`src/rtl/asteroids_pkg.sv`:
```
// asteroids_pkg: shared types and constants for the asteroids score/lives datapath
package asteroids;
   typedef logic [3:0] bcd_t;
   typedef enum logic [1:0] {SL_IDLE, SL_ADD, SL_COMMIT} score_st_t;
   localparam int SCORE_DIGITS = 5;
   localparam int LIVES_INIT = 3;
   localparam int LIVES_MAX = 9;
endpackage

```
`src/rtl/bcd_digit_add.sv`:
```
// bcd_digit_add: single BCD digit adder with carry, shared across digits by the serial score adder
module bcd_digit_add
   import asteroids::*;
(
   input  bcd_t a,
   input  bcd_t b,
   input  logic cin,
   output bcd_t sum,
   output logic cout
);
   logic [4:0] raw;
   assign raw  = {1'b0, a} + {1'b0, b} + {4'b0, cin};
   assign cout = raw > 5'd9;
   assign sum  = cout ? raw[3:0] + 4'd6 : raw[3:0];
endmodule

```
`src/rtl/score_lives.sv`:
```
// score_lives: digit-serial BCD score keeper with lives, game_over and optional high score (SCORE_HIGH_SCORE_EN)
module score_lives
   import asteroids::*;
#(
   parameter int DIGITS      = SCORE_DIGITS,
   parameter int LIVES_INIT  = asteroids::LIVES_INIT,
   parameter int LIVES_MAX   = asteroids::LIVES_MAX,
   parameter int EXTRA_DIGIT = 4
) (
   input  logic                clk,
   input  logic                resetN,
   input  logic                game_begin,
   input  logic                game_continue,
   input  logic [10:0]         ast_points,
   input  logic                ship_hit,
   output logic [DIGITS*4-1:0] score_bcd,
   output logic [3:0]          lives,
   output logic                game_over,
   output logic                extra_life,
   output logic                busy,
   output logic                pts_overflow,
   output logic [DIGITS*4-1:0] high_score
);
   localparam int W  = DIGITS * 4;
   localparam int IW = DIGITS > 1 ? $clog2(DIGITS) : 1;
   score_st_t      st_q, st_d;
   logic [W-1:0]   score_q, score_d, work_q, work_d, add_q, add_d, pend_q, pend_d, pts_w;
   logic           pend_v_q, pend_v_d, carry_q, carry_d, award_q, award_d;
   logic           ovf_q, ovf_d, go_q, go_d;
   logic [IW-1:0]  idx_q, idx_d;
   logic [3:0]     lives_q, lives_d;
   logic           accept, hit, award_ok, dcout;
   bcd_t           dsum;
   assign pts_w = {{(W-12){1'b0}}, 1'b0, ast_points};
   bcd_digit_add u_add (
      .a   (work_q[{idx_q, 2'b00} +: 4]),
      .b   (add_q[{idx_q, 2'b00} +: 4]),
      .cin (carry_q),
      .sum (dsum),
      .cout(dcout)
   );
   // next state: point intake, serial add FSM, lives bookkeeping, game_begin override
   always_comb begin
      accept   = |ast_points && game_continue && !go_q;
      hit      = ship_hit && game_continue && !go_q && lives_q != 4'd0;
      award_ok = st_q == SL_COMMIT && award_q && lives_q < 4'(LIVES_MAX);
      st_d     = st_q;
      score_d  = score_q;
      work_d   = work_q;
      add_d    = add_q;
      pend_d   = pend_q;
      pend_v_d = pend_v_q;
      idx_d    = idx_q;
      carry_d  = carry_q;
      award_d  = award_q;
      ovf_d    = ovf_q;
      go_d     = go_q;
      lives_d  = lives_q + {3'b0, award_ok} - {3'b0, hit};
      if (accept && pend_v_q) ovf_d = 1'b1;
      else if (accept && st_q != SL_IDLE) begin
         pend_d   = pts_w;
         pend_v_d = 1'b1;
      end
      unique case (st_q)
         SL_IDLE: if (pend_v_q || accept) begin
            add_d    = pend_v_q ? pend_q : pts_w;
            pend_v_d = 1'b0;
            idx_d    = '0;
            carry_d  = 1'b0;
            award_d  = 1'b0;
            st_d     = SL_ADD;
         end
         SL_ADD: begin
            work_d[{idx_q, 2'b00} +: 4] = dsum;
            carry_d = dcout;
            if (EXTRA_DIGIT > 0 && EXTRA_DIGIT < DIGITS && idx_q == IW'(EXTRA_DIGIT - 1) && dcout) award_d = 1'b1;
            idx_d = idx_q == IW'(DIGITS - 1) ? '0 : idx_q + 1'b1;
            st_d  = idx_q == IW'(DIGITS - 1) ? SL_COMMIT : SL_ADD;
         end
         SL_COMMIT: begin
            score_d = work_q;
            st_d    = SL_IDLE;
         end
         default: st_d = SL_IDLE;
      endcase
      if (hit && !award_ok && lives_q == 4'd1) go_d = 1'b1;
      if (game_begin) begin
         st_d     = SL_IDLE;
         score_d  = '0;
         work_d   = '0;
         pend_v_d = 1'b0;
         idx_d    = '0;
         carry_d  = 1'b0;
         award_d  = 1'b0;
         ovf_d    = 1'b0;
         go_d     = 1'b0;
         lives_d  = 4'(LIVES_INIT);
      end
   end
   // state registers
   always_ff @(posedge clk or negedge resetN) begin
      if (!resetN) begin
         st_q     <= SL_IDLE;
         score_q  <= '0;
         work_q   <= '0;
         add_q    <= '0;
         pend_q   <= '0;
         pend_v_q <= 1'b0;
         idx_q    <= '0;
         carry_q  <= 1'b0;
         award_q  <= 1'b0;
         ovf_q    <= 1'b0;
         go_q     <= 1'b1;
         lives_q  <= 4'd0;
      end else begin
         st_q     <= st_d;
         score_q  <= score_d;
         work_q   <= work_d;
         add_q    <= add_d;
         pend_q   <= pend_d;
         pend_v_q <= pend_v_d;
         idx_q    <= idx_d;
         carry_q  <= carry_d;
         award_q  <= award_d;
         ovf_q    <= ovf_d;
         go_q     <= go_d;
         lives_q  <= lives_d;
      end
   end
`ifdef SCORE_HIGH_SCORE_EN
   logic         go_prev_q;
   logic [W-1:0] hs_q;
   // capture the final score when a game ends, if it beats the best so far
   always_ff @(posedge clk or negedge resetN) begin
      if (!resetN) begin
         go_prev_q <= 1'b1;
         hs_q      <= '0;
      end else begin
         go_prev_q <= go_q;
         if (go_q && !go_prev_q && score_q > hs_q) hs_q <= score_q;
      end
   end
   assign high_score = hs_q;
`else
   assign high_score = '0;
`endif
   assign score_bcd    = score_q;
   assign lives        = lives_q;
   assign game_over    = go_q;
   assign extra_life   = award_ok && !game_begin;
   assign busy         = st_q != SL_IDLE;
   assign pts_overflow = ovf_q;
endmodule
```
`config.mk`:
```
export PLATFORM = sky130hd
export DESIGN_NAME = score_lives
export DESIGN_NICKNAME = d
export VERILOG_FILES = /design/src/rtl/asteroids_pkg.sv /design/src/rtl/bcd_digit_add.sv /design/src/rtl/score_lives.sv
export SDC_FILE = /design/constraint.sdc
export NUM_CORES = 1
export LEC_CHECK = 0
export ABC_AREA = 1
export CAP_MARGIN = 20
export CORE_ASPECT_RATIO = 1.1
export CORE_MARGIN = 2
export CORE_UTILIZATION = 55
export DETAILED_ROUTE_END_ITERATION = 16
export GPL_ROUTABILITY_DRIVEN = 1
export GPL_TIMING_DRIVEN = 0
export PLACE_DENSITY = 0.86
export SETUP_SLACK_MARGIN = 0.5
export SKIP_CTS_REPAIR_TIMING = 1
export SLEW_MARGIN = 20
export SYNTH_ARGS = -nofsm -noshare
export SYNTH_HDL_FRONTEND = slang
export SYNTH_SLANG_ARGS = --single-unit
export TNS_END_PERCENT = 1
```
`constraint.sdc`:
```
create_clock -name clk -period 4.3 [get_ports clk]
set_clock_uncertainty 0.1 [all_clocks]
set_input_delay 0.43 -clock clk [delete_from_list [all_inputs] [get_ports clk]]
set_output_delay 0.43 -clock clk [all_outputs]
set_load 0.1 [all_outputs]
```
Word level (Yosys, flattened, before mapping)
Cells that the tools add are included.

word-level totals
  memories = 0
  RAM bits = 0
  bits in latches = 0
  bits of input ports = 16
  register bits = 85
  memory bits (read-only) = 0

operators by class
  equality and inequality tests = 7
  $mul = 0
  shift-type cells = 4
  reduce and logical (&&, ||, !) cells = 30
  bitwise operators = 1
  divide/modulo/power cells = 0
  mux-type cells = 31
  add/sub/neg operators = 7
  magnitude comparators = 2

operators by type and width
  kind                                                                     count
  20-bit 2-to-1 mux                                                        4
  20-bit by 6-bit indexed part select with 4-bit output                    2
  20-bit bitwise mux                                                       1
  4-bit by 7-bit variable shift with 20-bit output (first input constant)  1
  4-bit by 7-bit indexed part select with 20-bit output                    1
  1-bit logical AND                                                        13
  1-bit 2-to-1 mux                                                         13
  11-bit 2-to-1 mux                                                        1
  11-bit OR reduction                                                      1
  2-bit nonzero test                                                       5
  3-bit 2-to-1 mux                                                         3
  4-bit 2-to-1 mux                                                         2
  5-bit negation with 7-bit output                                         1
  2-bit 2-to-1 mux                                                         3
  3-bit inequality test (second input constant)                            2
  3-bit one-hot mux with 2 select lines                                    1
  2-bit AND reduction                                                      3
  4-bit by 4-bit adder with 5-bit output                                   1
  5-bit by 1-bit adder with 5-bit output                                   1
  5-bit by 4-bit > comparator with 1-bit output (second input constant)    1
  4-bit by 1-bit adder with 4-bit output                                   1
  4-bit by 3-bit adder with 4-bit output (second input constant)           1
  4-bit by 1-bit == test with 1-bit output (second input constant)         1
  4-bit less-than comparator (second input constant)                       1
  other kinds (15)                                                         18

Longest topological paths before layout
  word-level depth = 9
  gate-level depth with buffers = 21
  depth with buffers taken out = 19

Cells and area by module
From an unflattened synthesis, not the netlist that was laid out.

second synthesis, totals
  cells, all modules = 504
  area total of the unflattened synthesis = 4130.2 um^2

modules (own cells, without submodules)
  module         sequential area each (um^2)  times used  area each (um^2)  cells an instance
  score_lives    1903.1                       1           3829.9            457
  bcd_digit_add  0.0                          1           300.3             47

Least setup slack after synthesis
Ideal clock, no wire load.

  kind = flip-flop to output port
  from = reg lives_q[2], in the netlist lives[2]
  to = out extra_life
  slack = 0.959 ns
  required time = 3.770 ns
  cell stages (with the launch flop) = 6
  arrival = 2.811 ns
  cells stage by stage = dfrtp_1 > inv_1 > ha_1 > o21ai_0 > nand4_1 > nor2_1

on the way
  longest elaborated chain between the ends = 3

RTL lines
  what                        line                text
  start, declared             score_lives.sv:31   logic [3:0] lives_q, lives_d;
  start signal, assigned      score_lives.sv:127  lives_q <= lives_d;
  4-bit less-than comparator  score_lives.sv:46   award_ok = st_q == SL_COMMIT && award_q && lives_q < 4'(LIVES_MAX);
  1-bit logical AND           score_lives.sv:46
  1-bit logical AND           score_lives.sv:150  assign extra_life = award_ok && !game_begin;
  end, declared               score_lives.sv:19   output logic extra_life,

Every way passes these cells.

Final worst setup path
  from = reg idx_q[0]
  to = reg work_q[5]

on the way
  longest elaborated chain between the ends = 9
  elaborated cells between the ends (all ways) = 13
  classes of those cells = add/sub (4); order compare (1); shift (4); mux (4)

RTL lines
  what                                                                                                     line                                      text
  start, declared                                                                                          score_lives.sv:30                         logic [IW-1:0] idx_q, idx_d;
  start signal, assigned                                                                                   score_lives.sv:122                        idx_q <= idx_d;
  20-bit by 6-bit indexed part select with 4-bit output, on equally long branches                          score_lives.sv:36, score_lives.sv:37
  4-bit by 4-bit adder with 5-bit output                                                                   bcd_digit_add.sv:12                       assign raw = {1'b0, a} + {1'b0, b} + {4'b0, cin};
  5-bit by 1-bit adder with 5-bit output                                                                   bcd_digit_add.sv:12
  4-bit by 3-bit adder with 4-bit output or 5-bit by 4-bit > comparator with 1-bit output (tied branches)  bcd_digit_add.sv:14, bcd_digit_add.sv:13
  4-bit 2-to-1 mux                                                                                         bcd_digit_add.sv:14                       assign sum = cout ? raw[3:0] + 4'd6 : raw[3:0];
  4-bit by 7-bit indexed part select with 20-bit output                                                    score_lives.sv:74                         work_d[{idx_q, 2'b00} +: 4] = dsum;
  20-bit bitwise mux (*)                                                                                   score_lives.sv:74
  20-bit 2-to-1 mux (*)                                                                                    score_lives.sv:64                         unique case (st_q)
  20-bit 2-to-1 mux (*)                                                                                    score_lives.sv:87                         if (game_begin) begin
  end signal, assigned                                                                                     score_lives.sv:118                        work_q <= work_d;
  end, declared                                                                                            score_lives.sv:27                         logic [W-1:0] score_q, score_d, work_q, work_d, add_q, add_d, pend_q, pend_d, pts_w;

Every way passes the cells marked *; elsewhere a longest branch is shown, timed or not. The select of a mux whose other input is x is not followed.
A chain may end at the register's enable or synchronous reset.

==> run_results.csv <==
group,metric,value,unit
clock_tree,cts_max_path_buffers,2,
route,routed_wl,9.82,mm
floorplan,fp.coreArea,7470,sq um
timing,rsz0062_at_grt,"yes",
power,p_leak,0.00246,uW
run,maxCapViolCount,0,
timing,timing.final.max_slew_violations,0,
floorplan,die_h,96.4,microns
timing,finalCritPeriodShare,0.816,
power,power_frac_seq,0.366,
global_route,grt_pass1_wl,16.4,mm
timing,max_freq,285,MHz
cells_and_area,final_common_cell,"nand2_1",
cells_and_area,nets,637,
power,p_per_area,437,nW/um^2
timing,slew_headroom,0.343,
yosys,synth.distinct_cells,39,
worst_setup_path,endpoint_kind,"flop",
power,p_int,1370,uW
global_route,antenna_found_initial,0,
worst_hold_path,hp-class,"reg2reg",
yosys,synthCells,524,
yosys,synth_seq_cells,76,
worst_setup_path,max_stage_delay,540,ps
yosys,yosys-top-cells-area,"dfrtp_1 (44%), nand2_1 (7.9%), inv_1 (7.5%), o21ai_0 (5.7%), ha_1 (5.6%)",
floorplan,fp-row-count,33,
power,comb_power_share,0.367,
route,ant_nets,0,
yosys,synth_warnings,0,
route,first_pass_iters,5,
clock_tree,cts_tree,"done",
timing,finalSetupTns,0,ps
clock_tree,insertion_delay,360,ps
cells_and_area,synthToLayoutAreaGrowth,20.7,%
yosys,synth_top_cell_area_share,0.440,
route,remaining_drc_errors,0,
timing,min_period,3510,ps
power,power.total,2250,uW
route,vias_per_cell,5.22,
global_route,grt_pass1_vias,3527,
clock_tree,cts_num_sinks,76,
worst_setup_path,start_kind,"flop",
clock_tree,htreeDepth,3,
worst_setup_path,path_max_fanout,10,
cells_and_area,drive_gt1_frac,0.132,
yosys,syn_area,4270,sq um
placement,place_hpwl,7.51,mm
worst_setup_path,crit_path_cell_trace,"buf_6 > inv_2 > buf_6 > nand3_1 > nor2_1 > a311oi_1 > fa_1 > inv_1 > fa_1 > inv_1 > ha_1 > nand2_1 > a21boi_1 > nand2_2 > nand2_4 > nand2_2 > nand2_2 > nand4_1 > nand2_1",
route,vias,3702,
worst_setup_path,critical_path_class,"reg2reg",
timing,setup_viol,0,
floorplan,start_util,0.571,
run_status,outcome,"completed",
placement,routabilityCongestion,0.964,
yosys,avgSynthCellArea,8.14,sq um
global_route,overflow,0,
power,p_clk_frac,0.266,
global_route,grt_max_degree,46,
worst_setup_path,arrival,3710,ps
clock_tree,numCtsBuffers,9,
placement,port_buffers,43,
worst_setup_path,worstPathRequired,4500,ps
floorplan,die_area,8480,sq um
power,swShare,0.393,
worst_setup_path,path_common_cell,"nand2_2",
global_route,grt_usage,0.254,
route,routedWlPerCell,13.8,microns
floorplan,io_pins,64,
cells_and_area,num_antenna_cells,0,
clock_tree,clkTransAtPathRegs,80,ps
yosys,seq_area_frac_synth,0.446,
timing,whs,385,ps
clock_tree,cts_root_buf,"clkbuf_8",
power,switching_power,884,uW
worst_setup_path,crit_path_top_delay_cell,"fa_1",
timing,tightest_slew,982,ps
route,drt_iter0_markers,202,
floorplan,fp.dieW,88.0,microns
yosys,yosysTopAreaCell,"dfrtp_1",
power,ir_drop,0.000268,V
cells_and_area,layout_common_cells,"nand2_1 (90), inv_1 (85), dfrtp_1 (74)",
timing,final-hold-violation-count,0,
-- flip-flops by register name, indices dropped and copies added, names as in the netlist, 2 cells and up --
| register | flops |
|---|---|
| idx_q | 3 |
| pend_q | 11 |
| add_q | 11 |
| st_q | 2 |
| score_bcd | 20 |
| work_q | 20 |
| lives | 4 |
-- power groups by stage --
| stage | Clock (uW) | Sequential, uW | Combinational (uW) |
|---|---|---|---|
| 3_3_place_gp | 0 | 834 | 798 |
| 5_1_grt | 636 | 833 | 913 |
| 2_1_floorplan | 0 | 913 | 546 |
| 3_5_place_dp | 0 | 837 | 819 |
| 4_1_cts | 602 | 824 | 823 |
| 6_report | 600 | 825 | 827 |
-- Yosys cell counts (all sizes together) --
library cell,instances
nor2,38
nand2,101
dfstp,1
and3,1
a41oi,1
clkbuf,7
a311oi,1
or2,1
a211oi,1
o21bai,4
nand3,28
a21oi,14
dfrtp,75
nand3b,1
xor2,1
ha,19
inv,92
o21a,1
nand4,14
o221ai,2
a21boi,1
o2111ai,1
conb,1
nor3,6
o22ai,19
buf,31
fa,3
o21ai,59
-- critical path, delay by kind of cell, from the launching register on --
kind	cells	cell delay, ps
AO/OA/AOI/OAI	2	570
adder cells (fa/ha/maj)	3	990
buffers and inverters	5	480
flip-flops	1	410
AND/OR/NAND/NOR	9	910
-- routing by layer --
metal	global-route usage	vias to the layer above	part of all wire
met4	0.0923	0	0.023
met2	0.454	114	0.51
met3	0.0403	20	0.040
met5	0	-	0
met1	0.309	1762	0.43
li1	-	1806	-
-- logic make-up after synthesis --
group | share of synthesized area
AOI/OAI and AO/OA | 0.137
xor gates and xnor gates | 0.00205
adders and majority gates | 0.0698
buffers and inverters | 0.140
DFF | 0.446
other | 0.000879
and+or+nand+nor | 0.204
-- per-stage QoR --
step | cells | setup WS [ps] | utilization | area [sq um]
final | 709 | 790 | 0.689 | 5150
after global routing | 709 | 484 | 0.689 | 5150
after CTS | 708 | 744 | 0.687 | 5130
after detailed placement | 692 | 757 | 0.658 | 4920
after global placement | 691 | 168 | 0.655 | 4900
after floorplan | 543 | 959 | - | 4340
-- final timing paths --
path / from / to / slack [ps] / depth (start not counted)
min in group asynchronous: resetN / score_bcd[13] / 440 / 2
max in group asynchronous: resetN / game_over / 3040 / 3
setup reg to reg: idx_q[0] / work_q[5] / 790 / 19
hold / removal: work_q[6] / work_q[6] / 390 / 2
setup / recovery: idx_q[0] / work_q[5] / 790 / 19
hold reg to reg: work_q[6] / work_q[6] / 390 / 2
-- final cells by class --
cell class | instances | area, sq um
Buffer | 38 | 256
Clock buffer | 11 | 141
Clock inverter | 5 | 75.1
Fill cell | 614 | 2320
Inverter | 92 | 345
Multi-Input combinational cell | 337 | 1840
Sequential cell | 76 | 1900
Tap cell | 105 | 131
Timing Repair Buffer | 45 | 458
Power figures use the tool's default switching activity.
